<file path="src/rtl/sd_req_arbiter.sv">
// sd_req_arbiter: round-robin serialiser of per-drive SD block requests onto one host block channel.
// Define SD_ARB_TIMEOUT_EN to abandon a request whose host_ack never arrives within TIMEOUT_CYC cycles.
module sd_req_arbiter #(
   parameter int          DRIVES      = 2,
   parameter logic [23:0] TIMEOUT_CYC = 24'd8_000_000,
   localparam int         NDR         = (DRIVES < 1) ? 1 : ((DRIVES > 4) ? 4 : DRIVES),
   localparam int         N           = NDR - 1
) (
   input  logic        clk_sys,
   input  logic        reset_n,
   input  logic [31:0] drv_lba [NDR],
   input  logic [5:0]  drv_blk_cnt [NDR],
   input  logic [N:0]  drv_rd,
   input  logic [N:0]  drv_wr,
   output logic [N:0]  drv_ack,
   input  logic [7:0]  drv_buff_din [NDR],
   output logic [N:0]  drv_buff_wr,
   output logic [31:0] host_lba,
   output logic [5:0]  host_blk_cnt,
   output logic        host_rd,
   output logic        host_wr,
   input  logic        host_ack,
   input  logic        host_buff_wr,
   output logic [7:0]  host_buff_din,
   output logic        busy,
   output logic [1:0]  grant,
   output logic        timeout_err,
   output logic [1:0]  state_dbg
);

   // Handshake: a drive holds rd/wr as a level until its transfer completes. host_rd/host_wr is
   // held until host_ack is first seen high; host_ack then stays high for the whole transfer and
   // its fall marks completion. A drive must drop its request once before it can be granted again.
   typedef enum logic [1:0] {IDLE = 2'd0, REQ = 2'd1, XFER = 2'd2} state_t;

   state_t      state;
   logic [N:0]  armed;
   logic [N:0]  pend;
   logic [N:0]  idle_req;
   logic [N:0]  grant_oh;
   logic [3:0]  pend_ext;
   logic        hit;
   logic [1:0]  next_idx;
   logic [1:0]  cand;
   logic [31:0] sel_lba;
   logic [5:0]  sel_cnt;
   logic        sel_rd;

   assign idle_req  = ~(drv_rd | drv_wr);
   assign pend      = (drv_rd | drv_wr) & armed;
   assign state_dbg = state;

   // Rotating search: start one past the last grant so every drive is reached within NDR steps.
   always_comb begin
      pend_ext      = '0;
      pend_ext[N:0] = pend;
      hit           = 1'b0;
      next_idx      = grant;
      cand          = 2'd0;
      for (int k = 1; k <= NDR; k++) begin
         cand = 2'((int'(grant) + k) % NDR);
         if (!hit && pend_ext[cand]) begin
            hit      = 1'b1;
            next_idx = cand;
         end
      end
   end

   always_comb begin
      sel_lba       = '0;
      sel_cnt       = '0;
      sel_rd        = 1'b0;
      host_buff_din = '0;
      grant_oh      = '0;
      for (int i = 0; i < NDR; i++) begin
         if (next_idx == 2'(i)) begin
            sel_lba = drv_lba[i];
            sel_cnt = drv_blk_cnt[i];
            sel_rd  = drv_rd[i];
         end
         if (grant == 2'(i)) begin
            host_buff_din = drv_buff_din[i];
            grant_oh[i]   = 1'b1;
         end
      end
   end

   assign drv_buff_wr = (state == XFER && host_buff_wr) ? grant_oh : '0;

`ifdef SD_ARB_TIMEOUT_EN
   logic [23:0] to_cnt;
`else
   logic unused_timeout;
   assign unused_timeout = ^TIMEOUT_CYC;
   assign timeout_err    = 1'b0;
`endif

   always_ff @(posedge clk_sys) begin
      if (!reset_n) begin
         state        <= IDLE;
         host_rd      <= 1'b0;
         host_wr      <= 1'b0;
         host_lba     <= '0;
         host_blk_cnt <= '0;
         drv_ack      <= '0;
         busy         <= 1'b0;
         grant        <= 2'(N);
         armed        <= '1;
`ifdef SD_ARB_TIMEOUT_EN
         timeout_err  <= 1'b0;
         to_cnt       <= '0;
`endif
      end else begin
         armed <= armed | idle_req;
`ifdef SD_ARB_TIMEOUT_EN
         timeout_err <= 1'b0;
`endif
         case (state)
            IDLE: begin
               if (hit) begin
                  host_lba     <= sel_lba;
                  host_blk_cnt <= sel_cnt;
                  host_rd      <= sel_rd;
                  host_wr      <= !sel_rd;
                  grant        <= next_idx;
                  busy         <= 1'b1;
                  state        <= REQ;
`ifdef SD_ARB_TIMEOUT_EN
                  to_cnt       <= '0;
`endif
               end
            end
            REQ: begin
               if (host_ack) begin
                  host_rd <= 1'b0;
                  host_wr <= 1'b0;
                  drv_ack <= grant_oh;
                  state   <= XFER;
               end
`ifdef SD_ARB_TIMEOUT_EN
               else if (to_cnt == TIMEOUT_CYC - 24'd1) begin
                  host_rd     <= 1'b0;
                  host_wr     <= 1'b0;
                  timeout_err <= 1'b1;
                  armed       <= (armed | idle_req) & ~grant_oh;
                  busy        <= 1'b0;
                  state       <= IDLE;
               end else begin
                  to_cnt <= to_cnt + 24'd1;
               end
`endif
            end
            XFER: begin
               if (host_ack) begin
                  drv_ack <= grant_oh;
               end else begin
                  drv_ack <= '0;
                  armed   <= (armed | idle_req) & ~grant_oh;
                  busy    <= 1'b0;
                  state   <= IDLE;
               end
            end
            default: begin
               state <= IDLE;
               busy  <= 1'b0;
            end
         endcase
      end
   end

endmodule

</file>
<file path="config.mk">
export PLATFORM = sky130hd
export DESIGN_NAME = sd_req_arbiter
export DESIGN_NICKNAME = d
export VERILOG_FILES = /design/src/rtl/sd_req_arbiter.sv
export SDC_FILE = /design/constraint.sdc
export NUM_CORES = 1
export LEC_CHECK = 0
export BUFFER_PORTS_ARGS = -buffer_cell sky130_fd_sc_hd__buf_2
export CELL_PAD_IN_SITES_DETAIL_PLACEMENT = 1
export CELL_PAD_IN_SITES_GLOBAL_PLACEMENT = 2
export CORE_MARGIN = 1
export CORE_UTILIZATION = 25
export DETAILED_ROUTE_END_ITERATION = 6
export PLACE_DENSITY_LB_ADDON = 0.15
export REMOVE_ABC_BUFFERS = 1
export SYNTH_ARGS = -nofsm -noshare
export SYNTH_HDL_FRONTEND = slang
export SYNTH_SLANG_ARGS = --single-unit
</file>
<file path="constraint.sdc">
create_clock -name clk_sys -period 2.77 [get_ports clk_sys]
set_input_delay 0 -clock clk_sys [delete_from_list [all_inputs] [get_ports clk_sys]]
set_output_delay 0 -clock clk_sys [all_outputs]
set_load 0.02 [all_outputs]
</file>
==> results of run 1 <==
-- path summary, 6_finish.rpt --
kind              slack (ns)                        end                       from  cells after the start
setup / recovery        0.80  host_lba[20]$_SDFFE_PN0P_  state_dbg[0]$_SDFFE_PN0P_                      5
hold reg to reg         0.47   host_lba[4]$_SDFFE_PN0P_   host_lba[4]$_SDFFE_PN0P_                      2
hold / removal          0.02  state_dbg[0]$_SDFFE_PN0P_                   host_ack                      2
setup reg to reg        0.80  host_lba[20]$_SDFFE_PN0P_  state_dbg[0]$_SDFFE_PN0P_                      5
-- worst max-delay path: stages, from the launching register on --
cell and delay, ns:
dfxtp_1 0.56, or2_1 0.28, a21oi_4 0.04, nand2_1 0.41, buf_4 0.39, o22ai_1 0.14
-- Yosys cell counts, types with 3 or more instances --
master and count:
a21oi_1 42, a32o_1 38, buf_2 15, buf_4 5, clkbuf_1 21, dfxtp_1 49, mux2i_1 11, nand2_1 158
nand3b_1 3, nor2_1 14, nor3_1 3, o21a_1 3, o22ai_1 40
-- sequential cells by signal (all words and copies together), names as in the netlist --
register      count
drv_ack           2
state_dbg         2
host_rd           1
busy              1
host_wr           1
armed             2
host_lba         32
host_blk_cnt      6
grant             2
-- cell families after synthesis --
| logic type | after synthesis | synth area share [%] |
|---|---|---|
| and+or+nand+nor | 188 | 25.1 |
| muxes | 11 | 3.66 |
| other | 1 | 0.125 |
| xor gates and xnor gates | 1 | 0.291 |
| AOI/OAI and AO/OA | 133 | 31.4 |
| DFF | 49 | 32.6 |
| buffers and inverters | 45 | 6.86 |
-- per-stage QoR --
stage | cell area [µm²] | std cells | TNS (ns)
detailed placement | 3870 | 694 | 0
CTS | 4010 | 701 | 0
global placement | 3870 | 694 | 0
global route | 4010 | 701 | 0
finish | 4010 | 701 | 0
floorplan | 2810 | 385 | -7.41
-- power groups by stage --
stage	registers [µW]	logic [µW]	clock network [µW]
after floorplan	996	355	0
after global placement	903	763	0
after detailed placement	906	778	0
after CTS	892	779	628
after global routing	905	843	658
final	889	769	612
-- area by class of cell --
cell class	count	area, µm²	share of cell area, %
sequential	49	985	24.5
clock buffer	7	143	3.55
multi-input combinational	334	1840	45.9
inverter	2	7.51	0.187
tap	143	179	4.46
timing repair buffer	166	856	21.3
-- metal layers --
metal  part of all wire (%)  vias up
met3                    6.4        7
met1                     47     1721
met2                     46      121
met5                      0        -
li1                       -     1785
met4                   0.85        0
==> impl_table.tex, run 1 <==
\begin{tabular}{lr}
\hline
Metric & Value \\
\hline
\multicolumn{2}{l}{\textbf{Power and ir drop}} \\
\quad Overall power & $\sim$2300 µW \\
\quad Cell-internal power & 1470 µW \\
\quad Sw Share & 35.3\% \\
\quad Power Dens Cells & 565 nW/µm² \\
\quad Worst-case vdd ir drop & 0.210 mV \\
\quad Part of the total power dissipated in combinational logic & around 34\% \\
\quad Leakage power & 0.00184 µW \\
\quad Share of power burned in the clock network & 27.0\% \\
\quad Seq pwr share & 39.2\% \\
\quad Switching power summed over all nets & 802 µW \\
\multicolumn{2}{l}{\textbf{Die}} \\
\quad Placement row count & 39 \\
\quad Initial core utilization & 26.0\% \\
\quad Vertical extent of the die & 112 µm \\
\quad Die width & around 110 µm \\
\quad Die footprint & 12500 µm² \\
\quad Core Region & 11600 µm² \\
\quad I/O Pins & 158 \\
\multicolumn{2}{l}{\textbf{STA}} \\
\quad Maximum clock skew at final layout & 0.00451 ns \\
\quad Final hold viol count & 0 \\
\quad Final worst-path setup slack & 0.798 ns \\
\quad Final worst path period need & 1.97 ns \\
\quad Slew of the pin with the lowest slew margin & 0.778 ns \\
\quad Relative slew margins & 48.1\% \\
\quad Count of final setup violators & 0 \\
\quad Count of pins over their slew limit & 0 \\
\quad Worst hold margin & around 0.02 ns \\
\quad Setup repair after global routing missed its margin & false \\
\quad Share of the cycle needed by the critical path after routing & approximately 71\% \\
\quad F\_max & just over 500 MHz \\
\multicolumn{2}{l}{\textbf{Global route}} \\
\quad Met1 usage & 23.7\% \\
\quad Overall global routing resource usage & 18.4\% \\
\quad Total congestion overflow after global routing & 0 \\
\quad First-pass GRT wire length & $\sim$19 mm \\
\quad Met3 usage & under 10\% \\
\quad Most used routing layer & met2 \\
\quad Initial antenna violation count & 0 \\
\quad Via count of the first global-routing pass & 3735 \\
\quad Met2 usage & 31.3\% \\
\quad Pin count of the biggest net entering global routing & 72 \\
\multicolumn{2}{l}{\textbf{CTS}} \\
\quad Post CTS Setup Buffer Count & 0 \\
\quad TritonCTS clock tree & built \\
\quad Clock root buffer & clkbuf\_16 \\
\quad Number of gates given a new drive strength after cts & 0 \\
\quad Clk buf depth & 2 \\
\quad Later-pin clock latency in the skew report & 0.28 ns \\
\quad Count of H-tree levels built during CTS & 2 \\
\quad Sink count of the clock tree & 49 \\
\quad Clock transition at the register clock pins on the worst setup and hold paths after CTS & 0.07 ns \\
\quad Number of buffers inserted for hold repair after clock tree synthesis & 0 \\
\quad Number of buffers created by CTS & 5 \\
\multicolumn{2}{l}{\textbf{Finish}} \\
\quad Area Overhead vs Synth & 33.4\% \\
\quad Number of fillers in the final layout & roughly 1.5k \\
\quad Net count of the finished layout & 658 \\
\quad Most common cell after layout, fill and taps aside & nand2\_1 \\
\quad Diodes inserted & 0 \\
\quad Post-layout util & between 30\% and 40\% \\
\quad Layout cell share with drive strength beyond 1 & 31.5\% \\
\quad Highest-count cells in the layout ignoring fill and taps & 158 x nand2\_1, 156 x buf\_2, 48 x dfxtp\_1, 42 x a21oi\_1, 40 x o22ai\_1 \\
\multicolumn{2}{l}{\textbf{Setup path}} \\
\quad Endpoint required time on the critical path & 2.91 ns \\
\quad Capturing element type of the critical path & flop \\
\quad WS Path Type & reg2reg \\
\quad Maximum fanout along the worst path & 24 \\
\quad Data arrival at the endpoint of the critical path & 2.12 ns \\
\quad Element type at the critical path start & flop \\
\multicolumn{2}{l}{\textbf{Yosys}} \\
\quad Primary flip-flop cell chosen by synthesis mapping & dfxtp\_1 \\
\quad FFs w/ async S/R, synth & 0\% \\
\quad Top cell type by total area after synthesis & dfxtp\_1 \\
\quad Post-synthesis instance area & 3010 µm² \\
\quad Mean area per synthesized cell & 7.03 µm² \\
\quad Post-synth cell types & 34 \\
\quad Number of synthesized flops with an enable pin & 0 \\
\quad Cells taking the most area after synthesis & dfxtp\_1 33\%, nand2\_1 20\%, a32o\_1 13\%, o22ai\_1 8.3\%, a21oi\_1 7.0\% \\
\quad Share of synthesized area occupied by flip-flops and latches & 32.6\% \\
\quad Share of the synthesized area in the top cell type & 32.6\% \\
\quad Number of cells produced by synthesis & 428 \\
\quad Synth warn & 0 \\
\quad Total of flip-flops plus latches after synthesis & 49 \\
\multicolumn{2}{l}{\textbf{Routing}} \\
\quad Total detailed-routing wirelength & approximately 11 mm \\
\quad Count of nets left with antenna violations after detail routing & 0 \\
\quad Routed length per instance & 16.2 µm \\
\quad Detailed router's first-iteration violation count & 212 \\
\quad Vias post-DR & 3634 \\
\quad 1st-pass router iterations & 6 \\
\quad Via/cell ratio & 5.18 \\
\quad DRC violations left & 12 \\
\multicolumn{2}{l}{\textbf{Place}} \\
\quad Setup WS pre-CTS & 0.794 ns \\
\quad Number of buffers inserted by port buffering & 156 \\
\quad Global placement routability congestion & 0.701 \\
\quad Half-perimeter wire length after placement & 7.93 mm \\
\multicolumn{2}{l}{\textbf{Status}} \\
\quad Violated checks & DRC \\
\quad Run status & finished with violations \\
\multicolumn{2}{l}{\textbf{Hold path}} \\
\quad Hold/Removal Path Class & in2reg \\
\multicolumn{2}{l}{\textbf{Job}} \\
\quad Max-capacitance violation count & 0 \\
\hline
\end{tabular}
Power figures use the tool's default switching activity.
==> run 2: changes to the inputs <==
CORE_UTILIZATION = 21   (was 25)
clock period = 1.72 ns   (was 2.77 ns; I/O delays follow)
==> run 2 against run 1 <==
The run now ends clean. Design area rose by 4.9%. Global-route usage shrank 1.7 points. Flip-flop and latch count unchanged. Via count is 2.5% higher. Worst hold slack got worse by 0.0038 ns. Clock skew rose by 0.0027 ns. Register-to-register slack worse by 0.59 ns. Die area rose by 19%. Worst setup slack got worse by 0.59 ns. Non-clock buffer count rose by 9. Total power rose by 72%. Clock power is 93% higher. Critical endpoint is now host_lba[3]$_SDFFE_PN0P_. Highest routed layer unchanged.
==> impl_table.tex, run 2 (synthesis gave the netlist of run 1 again) <==
\begin{tabular}{lr}
\hline
Metric & Value \\
\hline
\multicolumn{2}{l}{\textbf{Status}} \\
\quad Run status & completed (was finished with violations) \\
\multicolumn{2}{l}{\textbf{Setup path}} \\
\quad Worst R2R End & host\_lba[3]\$\_SDFFE\_PN0P\_ (was host\_lba[20]\$\_SDFFE\_PN0P\_) \\
\quad Element type at the critical path start & flop (unchanged) \\
\quad Data arrival at the endpoint of the critical path & 1.73 ns (was 2.12 ns) \\
\quad Worst R2R Path Depth & 5 (unchanged) \\
\quad Worst reg-to-reg setup slack & 0.21 ns (was 0.80 ns) \\
\quad Maximum fanout along the worst path & 19 (was 24) \\
\quad WS Path Type & reg2reg (unchanged) \\
\quad Critical register-to-register path startpoint & armed[0]\$\_SDFF\_PN1\_ (was state\_dbg[0]\$\_SDFFE\_PN0P\_) \\
\quad Capturing element type of the critical path & flop (unchanged) \\
\quad Endpoint required time on the critical path & 1.94 ns (was 2.91 ns) \\
\multicolumn{2}{l}{\textbf{Routing}} \\
\quad 1st-pass router iterations & 4 (was 6) \\
\quad Vias post-DR & 3726 (was 3634) \\
\quad Via/cell ratio & 4.98 (was 5.18) \\
\quad Routed length per instance & 16.5 µm (was 16.2 µm) \\
\quad DRC violations left & 0 (was 12) \\
\quad Count of nets left with antenna violations after detail routing & 0 (unchanged) \\
\quad Total detailed-routing wirelength & 12.4 mm (was 11.4 mm) \\
\quad Detailed router's first-iteration violation count & 148 (was 212) \\
\multicolumn{2}{l}{\textbf{Place}} \\
\quad Half-perimeter wire length after placement & 8.73 mm (was 7.93 mm) \\
\quad Setup WS pre-CTS & 0.212 ns (was 0.794 ns) \\
\quad Instance area after placement & 4040 µm² (was 3870 µm²) \\
\quad Number of buffers inserted by port buffering & 156 (unchanged) \\
\quad Global placement routability congestion & 0.718 (was 0.701) \\
\multicolumn{2}{l}{\textbf{Global route}} \\
\quad Overall global routing resource usage & 16.7\% (was 18.4\%) \\
\quad Initial antenna violation count & 1 (was 0) \\
\quad Via count of the first global-routing pass & 3795 (was 3735) \\
\quad Pin count of the biggest net entering global routing & 44 (was 72) \\
\quad Total congestion overflow after global routing & 0 (unchanged) \\
\quad First-pass GRT wire length & 19.2 mm (was 18.8 mm) \\
\multicolumn{2}{l}{\textbf{CTS}} \\
\quad Sink count of the clock tree & 49 (unchanged) \\
\quad Later-pin clock latency in the skew report & 0.29 ns (was 0.28 ns) \\
\quad Number of buffers inserted for hold repair after clock tree synthesis & 0 (unchanged) \\
\quad Clk buf depth & 2 (unchanged) \\
\quad Clock transition at the register clock pins on the worst setup and hold paths after CTS & 0.07 ns (about the same) \\
\quad TritonCTS clock tree & built (unchanged) \\
\quad Clock root buffer & clkbuf\_16 (unchanged) \\
\quad Count of H-tree levels built during CTS & 2 (unchanged) \\
\quad Post CTS Setup Buffer Count & 0 (unchanged) \\
\quad Number of gates given a new drive strength after cts & 0 (unchanged) \\
\quad Number of buffers created by CTS & 5 (unchanged) \\
\multicolumn{2}{l}{\textbf{Finish}} \\
\quad Area Overhead vs Synth & 39.9\% (was 33.4\%) \\
\quad Net count of the finished layout & 667 (was 658) \\
\quad Top reg by flops & host\_lba (unchanged) \\
\quad Highest-count cells in the layout ignoring fill and taps & 158 x nand2\_1, 156 x buf\_2, 48 x dfxtp\_1, 42 x a21oi\_1, 40 x o22ai\_1 (unchanged) \\
\quad Biggest registers after layout & host\_lba x32, host\_blk\_cnt x6 (unchanged) \\
\quad Layout cell share with drive strength beyond 1 & 33.1\% (was 31.5\%) \\
\quad Flip-flop count of the largest register, all copies and words added & 32 (unchanged) \\
\quad Diodes inserted & 0 (unchanged) \\
\quad Final Cell Area & 4210 µm² (was 4010 µm²) \\
\quad Post-layout util & 30.2\% (was 34.7\%) \\
\quad Most common cell after layout, fill and taps aside & nand2\_1 (unchanged) \\
\multicolumn{2}{l}{\textbf{Job}} \\
\quad Max-capacitance violation count & 0 (unchanged) \\
\multicolumn{2}{l}{\textbf{Hold path}} \\
\quad Hold/Removal Path Class & in2reg (unchanged) \\
\quad Startpoint of the worst hold path & host\_ack (unchanged) \\
\quad Worst hold path endpoint & state\_dbg[0]\$\_SDFFE\_PN0P\_ (unchanged) \\
\quad Number of cells on the worst hold path & 2 (unchanged) \\
\multicolumn{2}{l}{\textbf{Power and ir drop}} \\
\quad Seq pwr share & 34.7\% (was 39.2\%) \\
\quad Part of the total power dissipated in combinational logic & 35.1\% (was 33.9\%) \\
\quad Leakage power & 0.00192 µW (was 0.00184 µW) \\
\quad Cell-internal power & 2560 µW (was 1470 µW) \\
\quad Worst-case vdd ir drop & 0.316 mV (was 0.210 mV) \\
\quad Power Dens Cells & 929 nW/µm² (was 565 nW/µm²) \\
\quad Switching power summed over all nets & 1350 µW (was 802 µW) \\
\quad Sw Share & 34.5\% (was 35.3\%) \\
\quad Share of power burned in the clock network & 30.2\% (was 27.0\%) \\
\multicolumn{2}{l}{\textbf{STA}} \\
\quad Final hold viol count & 0 (unchanged) \\
\quad Final worst-path setup slack & 0.210 ns (was 0.798 ns) \\
\quad Count of pins over their slew limit & 0 (unchanged) \\
\quad Share of the cycle needed by the critical path after routing & 87.8\% (was 71.2\%) \\
\quad Setup repair after global routing missed its margin & false (unchanged) \\
\quad Worst hold margin & 0.0159 ns (was 0.0197 ns) \\
\quad F\_max & 662 MHz (was 507 MHz) \\
\quad Final worst path period need & 1.51 ns (was 1.97 ns) \\
\quad Count of final setup violators & 0 (unchanged) \\
\quad Maximum clock skew at final layout & 0.00721 ns (was 0.00451 ns) \\
\multicolumn{2}{l}{\textbf{Die}} \\
\quad Vertical extent of the die & 122 µm (was 112 µm) \\
\quad I/O Pins & 158 (unchanged) \\
\quad Die width & 122 µm (was 112 µm) \\
\quad Placement row count & 43 (was 39) \\
\quad Initial core utilization & 21.6\% (was 26.0\%) \\
\quad Core Region & 13900 µm² (was 11600 µm²) \\
\quad Die footprint & 14800 µm² (was 12500 µm²) \\
\hline
\end{tabular}
==> run 2: area by class of cell <==
type / count / area, µm²
Clock buffer: 7 / 143
Clock inverter: 1 / 30.0
Fill cell: 1764 / 9720
Inverter: 2 / 7.51
Multi-Input combinational cell: 334 / 1850
Sequential cell: 49 / 985
Tap cell: 180 / 225
Timing Repair Buffer: 175 / 973
==> run 2: routing by layer <==
layer  vias to the layer above  global-route usage, %  wire (µm)  share of wire (%)
li1                       1812                      -          -                  -
met1                      1804                   20.4       5580                 45
met2                       104                   29.1       5940                 48
met3                         6                   3.93        743                6.0
met4                         0                   4.94        107               0.86
met5                         -                      0          0                  0
==> run 2: how the worst max path moves through the flow <==
stage / start / endpoint / slack, ns
after floorplan: armed[0]$_SDFF_PN1_ / host_lba[11]$_SDFFE_PN0P_ / -1.26
after global placement: armed[1]$_SDFF_PN1_ / host_wr$_SDFFE_PN0P_ / 0.26
after detailed placement: armed[1]$_SDFF_PN1_ / host_wr$_SDFFE_PN0P_ / 0.21
after CTS: armed[1]$_SDFF_PN1_ / host_wr$_SDFFE_PN0P_ / 0.20
after global routing: armed[0]$_SDFF_PN1_ / host_lba[3]$_SDFFE_PN0P_ / 0.07
final: armed[0]$_SDFF_PN1_ / host_lba[3]$_SDFFE_PN0P_ / 0.21
==> run 2: power groups by stage <==
stage	combinational, µW	clock (µW)	sequential [µW]
after floorplan	572	0	1600
after global placement	1370	0	1380
after detailed placement	1390	0	1380
after CTS	1400	1230	1360
after global routing	1510	1280	1370
final	1370	1180	1360
==> run 2: metrics by stage <==
stage | TNS, ns | total power (µW) | cells
finish | 0 | 3910 | 748
global route | 0 | 4160 | 748
detailed placement | 0 | 2780 | 740
global placement | 0 | 2760 | 740
CTS | 0 | 3980 | 748
floorplan | -62.15 | 2180 | 385
==> run 2: worst max-delay path, cell delays in order, from the launching register on <==
cell and delay [ns]:
dfxtp_1 0.46, o21a_2 0.21, buf_4 0.25, nand2_1 0.09
a32o_1 0.27, o22ai_1 0.15
